--- src/rtl/asu_ddr5_phase_serializer.sv ---
// -----------------------------------------------------------------------------
// asu_ddr5_phase_serializer
//
// Multi-lane DFI write-phase serializer. A whole multi-phase write group is
// accepted per handshake and buffered in a small FIFO. Phases are then emitted
// one per clock, oldest phase first, on all lanes in lockstep. Each group keeps
// its own phase count K, sampled from the frequency ratio when it is pushed.
//
// Ports:
//   clk_i          rising-edge clock
//   rst_i          asynchronous reset, active high
//   enable_i       block enable; low freezes push, pop and the phase counter
//   freq_ratio_i   00=1:1 (K=1), 01=1:2 (K=2), 10=1:4 (K=4), 11=reserved (K=1)
//   in_valid_i     group valid
//   in_ready_o     group accepted on in_valid_i & in_ready_o at an edge
//   wrdata_en_i    per-phase write enable, bit k = phase k
//   wrdata_i       group data, phase-major then lane-major
//   wrdata_mask_i  group mask, same packing as wrdata_i
//   out_valid_o    a phase is being presented
//   wrdata_en_o    write enable of the presented phase
//   wrdata_o       data of the presented phase (all lanes)
//   wrdata_mask_o  mask of the presented phase (all lanes)
//   fifo_count_o   number of buffered groups not yet started
//   cfg_err_o      sticky flag: a group was pushed with the reserved ratio
// -----------------------------------------------------------------------------
module asu_ddr5_phase_serializer #(
  parameter int pDRAM_SIZE = 4,
  parameter int pNUM_LANE  = 2,
  parameter int pNUM_PHASE = 4,
  parameter int pDEPTH     = 4
) (
  input  logic                                           clk_i,
  input  logic                                           rst_i,
  input  logic                                           enable_i,
  input  logic [1:0]                                     freq_ratio_i,
  input  logic                                           in_valid_i,
  output logic                                           in_ready_o,
  input  logic [pNUM_PHASE-1:0]                          wrdata_en_i,
  input  logic [pNUM_PHASE*pNUM_LANE*2*pDRAM_SIZE-1:0]   wrdata_i,
  input  logic [pNUM_PHASE*pNUM_LANE*pDRAM_SIZE/4-1:0]   wrdata_mask_i,
  output logic                                           out_valid_o,
  output logic                                           wrdata_en_o,
  output logic [pNUM_LANE*2*pDRAM_SIZE-1:0]              wrdata_o,
  output logic [pNUM_LANE*pDRAM_SIZE/4-1:0]              wrdata_mask_o,
  output logic [$clog2(pDEPTH):0]                        fifo_count_o,
  output logic                                           cfg_err_o
);

  localparam int DW  = pNUM_LANE * 2 * pDRAM_SIZE;   // one phase, all lanes
  localparam int MW  = pNUM_LANE * pDRAM_SIZE / 4;
  localparam int AW  = $clog2(pDEPTH);
  localparam int CW  = AW + 1;
  localparam int PIW = (pNUM_PHASE > 1) ? $clog2(pNUM_PHASE) : 1;

  typedef enum logic {
    S_IDLE,   // no phases left to emit from a loaded entry
    S_SHIFT   // stepping the phase counter over the loaded entry
  } state_t;

  // Index of the last phase to emit (K-1) for a given ratio code.
  function automatic logic [PIW-1:0] last_phase(input logic [1:0] ratio);
    case (ratio)
      2'b01:   return PIW'(1);
      2'b10:   return PIW'(3);
      default: return '0;    // 1:1 and the reserved code both give K=1
    endcase
  endfunction

  // ---------------------------------------------------------------------------
  // Group FIFO
  // ---------------------------------------------------------------------------
  logic [pNUM_PHASE*DW-1:0] mem_data [pDEPTH];
  logic [pNUM_PHASE*MW-1:0] mem_mask [pDEPTH];
  logic [pNUM_PHASE-1:0]    mem_en   [pDEPTH];
  logic [PIW-1:0]           mem_last [pDEPTH];

  logic [AW-1:0] wr_ptr, rd_ptr;
  logic          push, pop;
  state_t        state;

  // Ready ignores a same-cycle pop on purpose: a full FIFO never bypasses.
  assign in_ready_o = enable_i & ~rst_i & (fifo_count_o < CW'(pDEPTH));
  assign push       = in_valid_i & in_ready_o;
  // An entry leaves the FIFO at the edge that presents its phase 0.
  assign pop        = enable_i & (state == S_IDLE) & (fifo_count_o != '0);

  // NOTE: storage carries no reset; pointers and count define which slots are
  // meaningful, so clearing the array would only add reset fan-out.
  always_ff @(posedge clk_i) begin
    if (push) begin
      mem_data[wr_ptr] <= wrdata_i;
      mem_mask[wr_ptr] <= wrdata_mask_i;
      mem_en[wr_ptr]   <= wrdata_en_i;
      mem_last[wr_ptr] <= last_phase(freq_ratio_i);
    end
  end

  // NOTE: every state register uses non-blocking assignment so that all
  // registers update from pre-edge values, independent of block order.
  always_ff @(posedge clk_i or posedge rst_i) begin
    if (rst_i) begin
      wr_ptr       <= '0;
      rd_ptr       <= '0;
      fifo_count_o <= '0;
      cfg_err_o    <= 1'b0;
    end else begin
      if (push) begin
        wr_ptr <= wr_ptr + AW'(1);
        if (freq_ratio_i == 2'b11) cfg_err_o <= 1'b1;
      end
      if (pop) rd_ptr <= rd_ptr + AW'(1);
      case ({push, pop})
        2'b10:   fifo_count_o <= fifo_count_o + CW'(1);
        2'b01:   fifo_count_o <= fifo_count_o - CW'(1);
        default: fifo_count_o <= fifo_count_o;
      endcase
    end
  end

  // ---------------------------------------------------------------------------
  // Serializer: holds the entry being emitted; ph is the next phase to emit.
  // ---------------------------------------------------------------------------
  logic [pNUM_PHASE*DW-1:0] cur_data;
  logic [pNUM_PHASE*MW-1:0] cur_mask;
  logic [pNUM_PHASE-1:0]    cur_en;
  logic [PIW-1:0]           cur_last;
  logic [PIW-1:0]           ph;

  always_ff @(posedge clk_i or posedge rst_i) begin
    if (rst_i) begin
      state         <= S_IDLE;
      ph            <= '0;
      cur_data      <= '0;
      cur_mask      <= '0;
      cur_en        <= '0;
      cur_last      <= '0;
      out_valid_o   <= 1'b0;
      wrdata_en_o   <= 1'b0;
      wrdata_o      <= '0;
      wrdata_mask_o <= '0;
    end else begin
      // Idle outputs unless a phase is emitted below.
      out_valid_o   <= 1'b0;
      wrdata_en_o   <= 1'b0;
      wrdata_o      <= '0;
      wrdata_mask_o <= '0;
      if (enable_i) begin
        if (state == S_SHIFT) begin
          out_valid_o   <= 1'b1;
          wrdata_en_o   <= cur_en[ph];
          wrdata_o      <= cur_data[int'(ph)*DW +: DW];
          wrdata_mask_o <= cur_mask[int'(ph)*MW +: MW];
          ph            <= ph + PIW'(1);
          // After the last phase the next edge may load the following entry,
          // so consecutive groups stream without a bubble.
          if (ph == cur_last) state <= S_IDLE;
        end else if (pop) begin
          // Load and present phase 0 in the same edge.
          cur_data      <= mem_data[rd_ptr];
          cur_mask      <= mem_mask[rd_ptr];
          cur_en        <= mem_en[rd_ptr];
          cur_last      <= mem_last[rd_ptr];
          out_valid_o   <= 1'b1;
          wrdata_en_o   <= mem_en[rd_ptr][0];
          wrdata_o      <= mem_data[rd_ptr][DW-1:0];
          wrdata_mask_o <= mem_mask[rd_ptr][MW-1:0];
          ph            <= PIW'(1);
          state         <= (mem_last[rd_ptr] == '0) ? S_IDLE : S_SHIFT;
        end
      end
    end
  end

endmodule

--- config.mk ---
export PLATFORM = sky130hd
export DESIGN_NAME = asu_ddr5_phase_serializer
export DESIGN_NICKNAME = d
export VERILOG_FILES = /design/src/rtl/asu_ddr5_phase_serializer.sv
export SDC_FILE = /design/constraint.sdc
export NUM_CORES = 1
export LEC_CHECK = 0
export ABC_CLOCK_PERIOD_IN_PS = 4880
export BUFFER_PORTS_ARGS = -buffer_cell sky130_fd_sc_hd__clkbuf_2
export CAP_MARGIN = 20
export CORE_ASPECT_RATIO = 0.75
export CORE_UTILIZATION = 57
export CTS_CLUSTER_SIZE = 40
export DETAILED_ROUTE_END_ITERATION = 7
export PLACE_DENSITY = 0.76
export SKIP_CTS_REPAIR_TIMING = 1
export SLEW_MARGIN = 15
export SYNTH_ARGS = -nofsm -noshare
export SYNTH_HDL_FRONTEND = slang
export SYNTH_SLANG_ARGS = --single-unit
export TNS_END_PERCENT = 50
--- constraint.sdc ---
create_clock -name clk_i -period 4.88 [get_ports clk_i]
set_clock_uncertainty 0.1 [all_clocks]
set_input_delay 0.732 -clock clk_i [delete_from_list [all_inputs] [get_ports clk_i]]
set_output_delay 0.732 -clock clk_i [all_outputs]
set_load 0.01 [all_outputs]
==> impl_metrics.yaml, run 1 <==
run_status:
  outcome: "finished, final reports clean"
cts:
  cts_tree: "built"
  numCtsBuffers: 40
  clk_latency_ps: 550
  htreeDepth: 2
  cts_root_buf: "clkbuf_16"
  cts_sinks: 421
  clockBufferDepth: 3
  clk_pin_slew_ps: 60
final_layout:
  layout_commonest_cell: "edfxtp_1"
  area_growth_pct: 13.4
  final_util_pct: 66.2
  nFillCells: 1804
  fin_cells: 1265
  layout_common_cells: "312 x edfxtp_1, 107 x dfrtp_1, 106 x clkbuf_2, 97 x mux4_2, 65 x mux2_4"
  drive_gt1_share_pct: 42.7
  finalNetCount: 937
route:
  firstDrtPassIters: 5
  ant_nets: 0
  dr_total_vias: 7398
  via_per_inst: 5.85
  drtIter0Drc: 426
  routed_wirelength_mm: 31.5
  drc: 0
  avgRoutedWirePerCell_um: 24.9
die:
  io_pins: 107
  initial_utilization_pct: 58.3
  dieHeight_um: 149
  core_um2: 28100
  rows: 53
  die_w_um: 198
  fp.dieArea_um2: 29500
setup_path:
  crit_slowest_cell: "or3_1"
  cp.required_ps: 5250
  worst_setup_path_start_kind: "flip-flop"
  cp_max_fo: 25
  crit_path_end_kind: "flip-flop"
  max_stage_delay_ps: 870
  arrival_ps: 3510
  crit_type: "reg2reg"
  crit_chain: "or3_1, nand2_8, inv_4, ha_1, inv_1, fa_1, xor2_1, nor2_1, xor2_1"
  cp_common_cell: "xor2_1"
grt:
  grt_remaining_overflow: 0
  grt_pass1_wl_mm: 48.7
  grt_antenna_before_repair: 3
  grt_pass1_vias: 8155
  gr-usage-all-layers_pct: 22.8
  grt_max_degree: 73
sta:
  fin_hold_ws_ps: 287
  finalSetupViolCount: 0
  setup_ws_ps: 1740
  slew_headroom_pct: 23.4
  fmax_ghz: 0.318
  period_share_pct: 64.4
  layout_min_cycle_time_ps: 3140
  tightest_slew_ps: 1150
  rsz0062_at_grt: "false"
  drv_slew: 0
  hold_viol: 0
  setup_tns_ps: 0
place:
  dp_slack_ps: 1460
  dp_hpwl_mm: 19.1
  dp_cells: 1190
  routabilityCongestion: 0.824
  io_buffers: 106
power_and_ir_drop:
  ir_drop_mv: 0.376
  pwr-share-clk_pct: 28.5
  p_switching_w: 0.00301
  combPwrFrac_pct: 25.7
  swShare_pct: 27.6
  p_int_w: 0.00790
  seqPwrFrac_pct: 45.8
  powerDensity_nw_per_um2: 587
  p_leak_nw: 6.72
logic_synthesis:
  synth_area_leader_cell: "edfxtp_1"
  synth_top_cell_area_share_pct: 57.1
  netlist_area_um2: 16400
  syn_avg_cell_area_um2: 22.7
  synth_area_leaders: "edfxtp_1 57%, dfrtp_1 17%, mux4_2 13%"
  synth-seq-cells: 421
  synth_cell_types: 34
  yosysWarnings: 0
  ys_seq_area_share_pct: 73.8
  netlist_instances: 723
  syn-num-nets: 813
run:
  drv_cap: 0
worst_hold_path:
  hold_class: "in2async"
-- metal layers --
metal  vias up  global-route usage, %  routed length [µm]
met5         -                      0                  36
met4         6                   6.05                 574
met3        56                   4.79                2030
met2       244                   38.2               15800
met1      3895                   30.7               13000
li1       3197                      -                   -
-- synthesized netlist by cell type --
master / n
edfxtp_1: 312
dfrtp_1: 109
mux4_2: 97
mux2_4: 65
nor2b_1: 17
a32oi_1: 16
clkbuf_1: 13
mux2_2: 13
buf_2: 11
inv_1: 10
buf_12: 7
ha_1: 7
xnor2_1: 6
buf_4: 5
buf_6: 5
and2_1: 4
a32o_1: 3
nand3_1: 3
nor2_1: 3
a21o_1: 2
xor2_1: 2
a21oi_1: 1
a31oi_1: 1
fa_1: 1
inv_4: 1
mux2i_1: 1
nand2_1: 1
nand2_8: 1
nor3b_1: 1
nor4bb_1: 1
o21ai_0: 1
o2bb2ai_1: 1
o41a_1: 1
or3_1: 1
-- power groups by stage --
| stage | clock network (W) | registers (W) | logic, W |
|---|---|---|---|
| 3_3_place_gp | 0 | 0.00511 | 0.00263 |
| 2_1_floorplan | 0 | 0.00472 | 0.00247 |
| 4_1_cts | 0.00316 | 0.00501 | 0.00284 |
| 5_1_grt | 0.00330 | 0.00507 | 0.00300 |
| 6_report | 0.00311 | 0.00500 | 0.00280 |
| 3_5_place_dp | 0 | 0.00507 | 0.00283 |
-- state kept, by name (all words and copies together), names as in the netlist --
signal and flops:
mem_en 16, ph 2, cfg_err_o 1, wrdata_mask_o 2, cur_mask 8, mem_mask 32
mem_last 8, wrdata_o 16, cur_en 4, fifo_count_o 3, wr_ptr 2, rd_ptr 2
out_valid_o 1, cur_last 2, mem_data 256, state 1, cur_data 64, wrdata_en_o 1
-- logic make-up after synthesis --
group                    share of synthesized area [%]
flip-flops                                        73.8
AND/OR/NAND/NOR                                   1.25
multiplexers                                      20.2
buffers and inverters                             2.33
AO/OA/AOI/OAI                                     1.35
XOR/XNOR                                         0.427
adder cells (fa/ha/maj)                          0.656
-- layout make-up --
type	count	area, µm²	area share [%]
Inverter	11	46.3	0.249
Timing Repair Buffer	123	691	3.71
Tap cell	385	482	2.59
Sequential cell	421	12100	65.1
Clock buffer	49	1110	5.95
Clock inverter	24	234	1.26
Multi-Input combinational cell	250	3930	21.1
Antenna cell	2	5.00	0.0269
-- metrics by stage --
| step | total power (W) | instance area [µm²] |
|---|---|---|
| after global placement | 0.00774 | 17200 |
| final | 0.0109 | 18600 |
| after CTS | 0.0110 | 18600 |
| after detailed placement | 0.00789 | 17300 |
| after global routing | 0.0114 | 18600 |
| after floorplan | 0.00719 | 16400 |
-- worst max-delay path: cells and delay by family (launching register included) --
family	cells	cell delay (ps)
buffers and inverters	2	440
AND/OR/NAND/NOR	3	1070
adder cells (fa/ha/maj)	2	660
XOR/XNOR	2	320
flip-flops	1	450
-- worst paths after layout --
check | slack, ps | cells after the start | from | to
worst max-delay path | 1740 | 9 | fifo_count_o[2] | fifo_count_o[2]
worst min-delay path | 290 | 2 | rst_i | cfg_err_o
worst max register to register | 1740 | 9 | fifo_count_o[2] | fifo_count_o[2]
worst min register to register | 380 | 1 | cfg_err_o | cfg_err_o
max in group asynchronous | 3310 | 3 | rst_i | cur_data[60]
min in group clk_i | 300 | 1 | wrdata_i[31] | mem_data[3][31]
Note: power is estimated with default switching activity, not from simulation.
==> inputs of run 2 (changes only) <==
--- a/config.mk
+++ b/config.mk
@@ -5,7 +5,7 @@
 export SDC_FILE = /design/constraint.sdc
 export NUM_CORES = 1
 export LEC_CHECK = 0
-export ABC_CLOCK_PERIOD_IN_PS = 4880
+export ABC_CLOCK_PERIOD_IN_PS = 3100
 export BUFFER_PORTS_ARGS = -buffer_cell sky130_fd_sc_hd__clkbuf_2
 export CAP_MARGIN = 20
 export CORE_ASPECT_RATIO = 0.75
==> constraint.sdc (replaced) <==
create_clock -name clk_i -period 3.1 [get_ports clk_i]
set_clock_uncertainty 0.1 [all_clocks]
set_input_delay 0.465 -clock clk_i [delete_from_list [all_inputs] [get_ports clk_i]]
set_output_delay 0.465 -clock clk_i [all_outputs]
set_load 0.01 [all_outputs]
==> impl_metrics.yaml, run 2 (synthesis results as in run 1) <==
route:
  firstDrtPassIters: 7
  dr_total_vias: 7499
  routed_wirelength_mm: 32.0
  drtIter0Drc: 609
  avgRoutedWirePerCell_um: 25.1
  ant_nets: 0
  drc: 0
  via_per_inst: 5.89
setup_path:
  worst_setup_path_start_kind: "flip-flop"
  max_stage_delay_ps: 510
  crit_type: "reg2reg"
  cp_common_cell: "xor2_1"
  cp.required_ps: 3410
  crit_slowest_cell: "or3_1"
  path_buf_inv: 2
  arrival_ps: 2520
  cp_max_fo: 5
  critPathTopFamily: "simple AND/OR/NAND/NOR gates"
  crit_path_end_kind: "flip-flop"
  crit_chain: "or3_1, nand2_8, inv_4, ha_1, inv_1, fa_1, xor2_1, nor2_1, xor2_1"
die:
  die_w_um: 198
  io_pins: 107
  rows: 53
  fp.dieArea_um2: 29500
  core_um2: 28100
  initial_utilization_pct: 58.3
  dieHeight_um: 149
final_layout:
  finalNetCount: 942
  drive_gt1_share_pct: 42.5
  nFillCells: 1843
  multi_input_area_um2: 3930
  regMostFlops: "mem_data"
  largestRegisters: "mem_data x256, cur_data x64, mem_mask x32"
  post-route-cell-area_um2: 18800
  layout_commonest_cell: "edfxtp_1"
  seqCellArea_um2: 12100
  final_util_pct: 66.7
  layout_common_cells: "312 x edfxtp_1, 107 x dfrtp_1, 106 x clkbuf_2, 97 x mux4_2, 65 x mux2_4"
  largest_register_ffs: 256
  area_growth_pct: 14.3
sta:
  rsz0062_at_grt: "false"
  slew_headroom_pct: 52.2
  finalSetupViolCount: 0
  hold_viol: 24
  tightest_slew_ps: 715
  layout_min_cycle_time_ps: 2210
  period_share_pct: 71.2
  drv_slew: 0
  setup_ws_ps: 893
  fin_hold_ws_ps: -43.4
  fmax_ghz: 0.453
cts:
  clk_latency_ps: 540
  clk_pin_slew_ps: 60
  cts_root_buf: "clkbuf_16"
  cts_sinks: 421
  numCtsBuffers: 40
  clockBufferDepth: 3
  cts_tree: "built"
  htreeDepth: 2
place:
  io_buffers: 106
  place_area_um2: 17400
  dp_hpwl_mm: 18.8
  dp_slack_ps: 543
  routabilityCongestion: 0.805
grt:
  grt_remaining_overflow: 0
  gr-usage-all-layers_pct: 22.9
  grt_pass1_vias: 8251
  grt_antenna_before_repair: 8
  grt_max_degree: 83
  use_met2_pct: 37.4
  grt_use_met1_pct: 31.3
  grt_use_met3_pct: 4.84
  grt-busiest-layer: "met2"
  grt_pass1_wl_mm: 49.3
power_and_ir_drop:
  pwr-share-clk_pct: 28.8
  swShare_pct: 27.2
  p_int_w: 0.0126
  p_switching_w: 0.00473
  seqPwrFrac_pct: 44.4
  powerDensity_nw_per_um2: 926
  p_leak_nw: 6.77
  combPwrFrac_pct: 26.8
  ir_drop_mv: 0.747
worst_hold_path:
  hold_class: "in2async"
run:
  drv_cap: 0
run_status:
  violations: "hold timing"
  outcome: "finished, violations left"
==> run 2: power groups by stage <==
stage	combinational (W)	clock, W	sequential (W)
after floorplan	0.00388	0	0.00743
after global placement	0.00454	0	0.00776
after detailed placement	0.00466	0	0.00781
after CTS	0.00472	0.00509	0.00772
after global routing	0.00495	0.00531	0.00780
final	0.00466	0.00500	0.00770
==> run 2: area by class of cell <==
type	instances	share of cell area, %
well taps	385	2.57
clock inverters	25	1.37
inverters	11	0.254
multi-input cells	250	21.0
repair buffers	128	4.31
flip-flops and latches	421	64.6
diodes	6	0.0801
clock buffers	48	5.89
==> run 2: metrics by stage <==
| stage | setup TNS, ps | std cells | hold WS [ps] | total power (W) |
|---|---|---|---|---|
| 2_1_floorplan | -44090 | 723 | 375 | 0.0113 |
| 6_report | 0 | 1274 | -43.4 | 0.0174 |
| 3_3_place_gp | 0 | 1195 | 342 | 0.0123 |
| 4_1_cts | 0 | 1268 | -34.4 | 0.0175 |
| 3_5_place_dp | 0 | 1195 | 346 | 0.0125 |
| 5_1_grt | 0 | 1270 | 1.95 | 0.0181 |
==> run 2: metal layers <==
metal | vias to the layer above | routed length (µm)
li1 | 3209 | -
met1 | 3994 | 13000
met2 | 223 | 16200
met3 | 69 | 2000
met4 | 4 | 842
met5 | - | 24
==> run 2: final timing paths <==
check / end / start / cells past startpoint / slack (ps)
setup reg to reg: fifo_count_o[2] / fifo_count_o[0] / 9 / 890
hold / removal: rd_ptr[0] / rst_i / 2 / -40
min in group clk_i: mem_mask[2][7] / wrdata_mask_i[7] / 1 / 40
hold reg to reg: cfg_err_o / cfg_err_o / 1 / 360
max in group asynchronous: cur_data[45] / rst_i / 3 / 2270
setup / recovery: fifo_count_o[2] / fifo_count_o[0] / 9 / 890
